$ cat src/rtl/agu_stage_ctrl.sv
// Stage sequencer for the NWC address-generation path: runs the radix-k1 AGU once per
// k1 stage, then AGU_k2, then drains the pipeline. Optional watchdog: AGU_CTRL_WATCHDOG_EN.
module agu_stage_ctrl #(
  parameter int D_WIDTH       = 12,
  parameter int NUM_K1_STAGES = 3,
  parameter int DRAIN_CYCLES  = 4,
  parameter int WDT_LIMIT     = 4096
) (
  input  logic               clk,
  input  logic               rst,
  input  logic               start,
  input  logic               abort,
  input  logic               AGU_done_k1,
  input  logic               AGU_done_k2,
  output logic               AGU_enable_k1,
  output logic               AGU_enable_k2,
  output logic [D_WIDTH-1:0] l_k1,
  output logic               busy,
  output logic               ctrl_done,
  output logic               ctrl_err
);

  localparam int DCW = (DRAIN_CYCLES > 0) ? $clog2(DRAIN_CYCLES + 1) : 1;
  localparam logic [D_WIDTH-1:0] K1_LAST = D_WIDTH'(NUM_K1_STAGES - 1);
  localparam logic [DCW-1:0] DRAIN_LOAD = DCW'(DRAIN_CYCLES);

  typedef enum logic [2:0] {
    IDLE, RUN_K1, GAP, RUN_K2, DRAIN, DONE
  } state_e;

  state_e             state_q, state_d;
  logic [D_WIDTH-1:0] lk1_q, lk1_d;
  logic [DCW-1:0]     drain_q, drain_d;
  logic               en_k1_q, en_k2_q, busy_q, done_q;
  logic               err_q, err_d;
  logic               wdt_trip;

`ifdef AGU_CTRL_WATCHDOG_EN
  localparam int WCW = $clog2(WDT_LIMIT + 1);
  localparam logic [WCW-1:0] WDT_LAST = WCW'(WDT_LIMIT - 1);

  logic [WCW-1:0] wdt_q, wdt_d;

  // Counter is zero in every non-run state, so it is already clear on entry to a run state
  always_comb begin
    wdt_d = '0;
    if (state_q == RUN_K1 || state_q == RUN_K2) wdt_d = wdt_q + WCW'(1);
  end

  assign wdt_trip = (state_q == RUN_K1 && !AGU_done_k1 && wdt_q == WDT_LAST) ||
                    (state_q == RUN_K2 && !AGU_done_k2 && wdt_q == WDT_LAST);

  always_ff @(posedge clk or posedge rst) begin
    if (rst) wdt_q <= '0;
    else     wdt_q <= wdt_d;
  end
`else
  logic unused_wdt;
  assign unused_wdt = |WDT_LIMIT;
  assign wdt_trip   = 1'b0;
`endif

  always_comb begin
    state_d = state_q;
    lk1_d   = lk1_q;
    drain_d = drain_q;
    err_d   = err_q;
    if (abort) begin
      state_d = IDLE;
      lk1_d   = '0;
      drain_d = '0;
    end else if (wdt_trip) begin
      state_d = IDLE;
      lk1_d   = '0;
      err_d   = 1'b1;
    end else begin
      case (state_q)
        IDLE: begin
          lk1_d = '0;
          if (start) begin
            err_d   = 1'b0;
            state_d = (NUM_K1_STAGES > 0) ? RUN_K1 : RUN_K2;
          end
        end
        RUN_K1: if (AGU_done_k1) state_d = GAP;
        GAP: begin
          if (lk1_q == K1_LAST) begin
            state_d = RUN_K2;
          end else begin
            lk1_d   = lk1_q + D_WIDTH'(1);
            state_d = RUN_K1;
          end
        end
        RUN_K2: begin
          if (AGU_done_k2) begin
            state_d = DRAIN;
            drain_d = DRAIN_LOAD;
          end
        end
        DRAIN: begin
          if (drain_q == '0) state_d = DONE;
          else               drain_d = drain_q - DCW'(1);
        end
        DONE: begin
          state_d = IDLE;
          lk1_d   = '0;
        end
        default: begin
          state_d = IDLE;
          lk1_d   = '0;
        end
      endcase
    end
  end

  // Outputs are registered from the next state so they align with the state they describe
  always_ff @(posedge clk or posedge rst) begin
    if (rst) begin
      state_q <= IDLE;
      lk1_q   <= '0;
      drain_q <= '0;
      err_q   <= 1'b0;
      en_k1_q <= 1'b0;
      en_k2_q <= 1'b0;
      busy_q  <= 1'b0;
      done_q  <= 1'b0;
    end else begin
      state_q <= state_d;
      lk1_q   <= lk1_d;
      drain_q <= drain_d;
      err_q   <= err_d;
      en_k1_q <= (state_d == RUN_K1);
      en_k2_q <= (state_d == RUN_K2);
      busy_q  <= (state_d == RUN_K1) || (state_d == GAP) ||
                 (state_d == RUN_K2) || (state_d == DRAIN);
      done_q  <= (state_d == DONE);
    end
  end

  assign AGU_enable_k1 = en_k1_q;
  assign AGU_enable_k2 = en_k2_q;
  assign l_k1          = lk1_q;
  assign busy          = busy_q;
  assign ctrl_done     = done_q;
`ifdef AGU_CTRL_WATCHDOG_EN
  assign ctrl_err      = err_q;
`else
  assign ctrl_err      = 1'b0;
  logic unused_err;
  assign unused_err    = err_q;
`endif

endmodule

$ cat config.mk
export PLATFORM = sky130hd
export DESIGN_NAME = agu_stage_ctrl
export DESIGN_NICKNAME = d
export VERILOG_FILES = /design/src/rtl/agu_stage_ctrl.sv
export SDC_FILE = /design/constraint.sdc
export NUM_CORES = 1
export LEC_CHECK = 0
export BUFFER_PORTS_ARGS = -buffer_cell sky130_fd_sc_hd__buf_4
export CAP_MARGIN = 20
export CELL_PAD_IN_SITES_DETAIL_PLACEMENT = 0
export CELL_PAD_IN_SITES_GLOBAL_PLACEMENT = 1
export CORE_MARGIN = 8
export CORE_UTILIZATION = 44
export DETAILED_ROUTE_END_ITERATION = 6
export GPL_ROUTABILITY_DRIVEN = 0
export PLACE_DENSITY = 0.81
export REMOVE_ABC_BUFFERS = 1
export SLEW_MARGIN = 10
export SYNTH_ARGS = -nofsm -noshare
export SYNTH_HDL_FRONTEND = slang
export SYNTH_SLANG_ARGS = --single-unit
$ cat constraint.sdc
create_clock -name clk -period 3.05 [get_ports clk]
set_clock_uncertainty 0.1 [all_clocks]
set_input_delay 0.7625 -clock clk [delete_from_list [all_inputs] [get_ports clk]]
set_output_delay 0.7625 -clock clk [all_outputs]
set_load 0.05 [all_outputs]
# Word-level counts from Yosys, hierarchy flattened
# Index checks and enable logic that the tools add are counted.
[totals]
regBits = 22
out_inout_bits = 17
rom_bits = 0
ram_bits = 0
latchBits = 0
word_cells = 46
mem_count = 0
[op_classes]
eq_ne = 14
n_reduce_logical = 9
div = 0
n_addsub = 2
muxes = 14
bitwise_logic = 0
shift = 0
magnitude_cmp = 0
n_mul = 0
[op_table]
columns = ["op", "n"]
rows = [
  ["$mux W12", 2],
  ["$mux W3", 8],
  ["$pmux W12 S2", 1],
  ["$pmux W3 S5", 1],
  ["$add A12 B1 Y12 const B", 1],
  ["$eq A12 B2 Y1 const B", 1],
  ["$eq A3 B2 Y1 const B", 4],
  ["$eq A3 B3 Y1 const B", 3],
  ["$ne A3 B3 Y1 const B", 3],
  ["$eq A3 B1 Y1 const B", 2],
  ["$logic_not A3 Y1", 2],
  ["$pmux W3 S2", 1],
  ["$logic_or A1 B1 Y1", 3],
  ["$reduce_and A3 Y1", 1],
  ["$reduce_bool A3 Y1", 1],
  ["$reduce_or A3 Y1", 1],
  ["$sub A3 B1 Y3 const B", 1],
  ["$mux W2", 1],
  ["$ne A2 B1 Y1 const B", 1],
  ["$reduce_and A2 Y1", 1],
]

# Longest topological paths before layout
[logic_depth]
depth_word = 8
mapped_depth = 8
ltp_nobuf = 7

# Worst setup path before layout
# No wires, ideal clock.
[synth_timing]
path_type = "register -> register"
startpoint = "register lk1_q[1] (netlist: l_k1[1])"
endpoint = "register lk1_q[0] (netlist: l_k1[0])"
stages_incl_launch_ff = 8
required_ns = 2.832
t_arrival_ns = 1.985
path_buffers = 1
path_slack_ns = 0.847
period_less_slack_ns = 2.203
cell_sequence = "dfrtp_1 -> ha_1 -> nor4b_1 -> nand4_2 -> a31oi_4 -> buf_6 -> nor3_1 -> a21o_1"
[synth_between]
elab_chain_cells = 3
[synth_lines]
columns = ["element", "line", "text"]
rows = [
  ["start: declaration", "32", "logic [D_WIDTH-1:0] lk1_q, lk1_d;"],
  ["start signal: assignment", "129", "lk1_q <= lk1_d;"],
  ["$eq A12 B2 Y1", "87", "if (lk1_q == K1_LAST) begin"],
  ["$ne A3 B3 Y1 (no source line)", "--", ""],
  ["$reduce_and A2 Y1 (no source line)", "--", ""],
]
# No other way between the ends.
# A chain may end at the register's enable or synchronous reset.

# Worst setup path in the final report
[layout_timing]
startpoint = "register lk1_q[0] (netlist: l_k1[0])"
endpoint = "register lk1_q[0] (netlist: l_k1[0])"
[layout_between]
elab_chain_cells = 4
[layout_lines]
columns = ["element", "line", "text"]
rows = [
  ["$add A12 B1 Y12", "90", "lk1_d = lk1_q + D_WIDTH'(1);"],
  ["$mux W12", "87", ""],
  ["$pmux W12 S2", "77", "case (state_q)"],
  ["$mux W12", "68", "if (abort) begin"],
]
# Parallel ways exist; a longest one is shown, timed or not. The select of a mux whose other input is x is not followed.

==> metrics.csv <==
stage;metric;value;unit
sta;setup_violations;0;
yosys;synth_area_leader_cell;dfrtp_1;
pwr;vdd_drop_max;0.217;mV
pwr;intPower;394;uW
yosys;synthAdderAreaFrac;0.0394;
critical_path;cp_slowest_stage_delay;0.48;ns
pwr;p_clk_frac;0.304;
critical_path;cp_cell_sequence;inv_1 -> ha_1 -> nor4b_1 -> nand4_2 -> a31oi_4 -> nor3_1 -> a21o_1;
pwr;p_per_area;371;nW/um^2
critical_path;cp-end-kind;register;
yosys;synth_ff_type;dfrtp_1;
sta;fin_crit;2.17;ns
hold_path;min_path_type;reg -> reg;
cts;root_buffer;clkbuf_4;
yosys;ys_seq_area_frac;0.433;
sta;whs;0.432;ns
sta;finalHoldViolCount;0;
cts;cts_buffers;3;
pwr;p_comb_frac;0.139;
pwr;p_leak;0.674;nW
yosys;ys_warn_count;0;
critical_path;crit_buf_inv;1;
status;status;finished clean;
yosys;synth_area_per_cell;9.35;um^2
layout;layout-drive-gt1-share;0.218;
sta;drv_slew;0;
sta;slew_headroom;0.428;
layout;synthToLayoutAreaGrowth;15.4;%
cts;post-cts-setup-buffer-count;0;
layout;antenna_cells;0;
drt;routed_wl;2780;um
placed_design;io_buffers;21;
cts;cts.clk_slew.worst_paths;0.13;ns
drt;routedWlPerCell;14.9;um
die;die_w;69.8;um
drt;vias;1054;
global_routing;grt_max_degree;23;
yosys;synth_compound_gate_area_share;0.187;
yosys;synthTopCellsByArea;dfrtp_1 (43%), nor2_1 (4.1%), ha_1 (3.9%), a21oi_1 (3.1%), o21ai_1 (3.1%);
global_routing;track_usage;0.114;
cts;cts_tree;built;
critical_path;crit_cells;7;
sta;rsz0062_at_grt;false;
drt;drc;0;
yosys;synthArstFlopShare;1.00;
drt;drt-pass1-iter-count;4;
critical_path;cp_top_family;compound AO/OA/AOI/OAI gates;
die;initial_core_util;0.461;
critical_path;cp_max_fo;17;
yosys;synth_top_cell_area_share;0.433;
pwr;switchingPower;150;uW
die;die_h;69.8;um
global_routing;grt_overflow;0;
placed_design;hpwlAfterDp;2070;um
pwr;p_seq_frac;0.558;
yosys;synth_edf_count;0;
die;core_area;2760;um^2
cts;cts_buffer_depth;2;
critical_path;critPathLaunchType;register;
yosys;synthMuxAreaShare;0.00787;
drt;ant_nets;0;
critical_path;cp_slowest_cell;a31oi_4;
yosys;ys_ff_latch;22;
cts;ctsResizeCount;0;
critical_path;critical_path_class;reg -> reg;
critical_path;rr_worst_depth;7;
yosys;yosys.area_share.simple;0.271;
layout;fin_nets;167;
die;rows;19;
global_routing;grt_pass1_vias;1022;
cts;h-tree-depth;1;
global_routing;grt_pass1_wl;4730;um
yosys;syn-cell-area;1270;um^2
sta;fin_crit_sh;0.712;
drt;drt_iter0_markers;77;
sta;worst_slew_pin_slew;0.857;ns
drt;avgViaCountPerCell;5.64;
critical_path;required;3.16;ns
die;dieArea;4870;um^2
yosys;synth_cell_types;38;
cts;cts.sinks;22;
cts;clk-insertion-delay-late;0.31;ns
critical_path;critPathArrivalTime;2.28;ns
yosys;synthXorXnorAreaFrac;0;
sta;tns;0;ns
cts;ctsHoldBuffers;0;
pwr;swShare;0.275;
sta;fmax;461;MHz
global_routing;antenna_found_initial;0;
hold_path;whs_path_depth;1;
die;ios;23;
flow_run;maxCapViolCount;0;
yosys;syn_inst;136;
yosys;synth_top_family_by_area;simple AND/OR/NAND/NOR gates;
==> metal layers <==
layer | wire length, um | vias to the layer above | global-route usage
met5 | 0 | - | 0
met4 | 21 | 0 | 0.0335
met3 | 102 | 2 | 0.0286
met2 | 1360 | 15 | 0.186
met1 | 1290 | 512 | 0.144
li1 | - | 525 | -
==> through the flow <==
step	util	power [mW]	cells	cell area, um^2	setup slack [ns]
after floorplan	-	0.361	131	1230	0.813
after global placement	0.519	0.384	183	1430	0.937
after detailed placement	0.519	0.386	183	1430	0.875
after CTS	0.532	0.551	187	1470	0.866
after global routing	0.532	0.572	187	1470	0.725
final	0.532	0.544	187	1470	0.879
==> logic make-up after synthesis <==
| family | count (synthesis) |
|---|---|
| mux | 1 |
| other cells | 1 |
| fa+ha+maj | 4 |
| buf+inv | 15 |
| simple gates | 60 |
| compound gates | 33 |
| flops | 22 |
==> flip-flops by register name (all words and copies together) (netlist names) <==
| signal | count |
|---|---|
| state_q | 3 |
| AGU_enable_k1 | 1 |
| AGU_enable_k2 | 1 |
| ctrl_done | 1 |
| busy | 1 |
| l_k1 | 12 |
| drain_q | 3 |
==> worst paths after layout <==
check	startpoint	endpoint	slack [ns]
worst min-delay path	drain_q[2]$_DFFE_PP0P_	drain_q[2]$_DFFE_PP0P_	0.43
worst min register to register	drain_q[2]$_DFFE_PP0P_	drain_q[2]$_DFFE_PP0P_	0.43
worst max-delay path	l_k1[0]$_DFFE_PP0P_	l_k1[0]$_DFFE_PP0P_	0.88
worst max register to register	l_k1[0]$_DFFE_PP0P_	l_k1[0]$_DFFE_PP0P_	0.88
max in group asynchronous	rst	drain_q[0]$_DFFE_PP0P_	1.81
min in group asynchronous	rst	AGU_enable_k2$_DFF_PP0_	0.51
==> synthesized netlist by cell type (2+ instances only) <==
master / count
a21o_1: 3
a21oi_1: 8
a31oi_1: 2
buf_6: 2
clkbuf_1: 2
dfrtp_1: 22
ha_1: 4
inv_1: 10
nand2_1: 7
nand2b_1: 6
nand3_1: 7
nor2_1: 14
nor2b_1: 4
nor3_1: 7
o21ai_0: 2
o21ai_1: 8
o31ai_1: 4
o41ai_1: 2
or3_1: 2
or4b_1: 2
==> layout by cell type, fill, tap and decap left out, drive strengths merged, types with 2 or more instances in the layout <==
| cell type | instances |
|---|---|
| dfrtp | 22 |
| buf | 21 |
| nor2 | 14 |
| o21ai | 11 |
| inv | 10 |
| a21oi | 8 |
| nand2 | 7 |
| nor3 | 7 |
| nand3 | 7 |
| nand2b | 6 |
| nor2b | 4 |
| o31ai | 4 |
| ha | 4 |
| clkbuf | 4 |
| a21o | 3 |
| a31oi | 3 |
| or3 | 2 |
| o41ai | 2 |
| or4b | 2 |
| or3b | 2 |
| nor4 | 2 |
==> cell type report <==
type                    instances  area [um^2]
clock buffers                   4         36.3
fillers                       259         1290
inverters                      10         37.5
multi-input cells              99          646
flip-flops and latches         22          551
well taps                      31         38.8
repair buffers                 21          158
==> power by group through the flow <==
stage | registers (mW) | clock network (mW) | logic, mW
after floorplan | 0.323 | 0 | 0.0384
after global placement | 0.309 | 0 | 0.0749
after detailed placement | 0.309 | 0 | 0.0766
after CTS | 0.304 | 0.171 | 0.0766
after global routing | 0.305 | 0.185 | 0.0827
final | 0.304 | 0.165 | 0.0754
==> worst register-to-register path, cell delays in order (launching register included) <==
cell	delay (ns)
dfrtp_1	0.46
inv_1	0.09
ha_1	0.16
nor4b_1	0.30
nand4_2	0.22
a31oi_4	0.48
nor3_1	0.10
a21o_1	0.17
(Power assumes the default switching activity.)
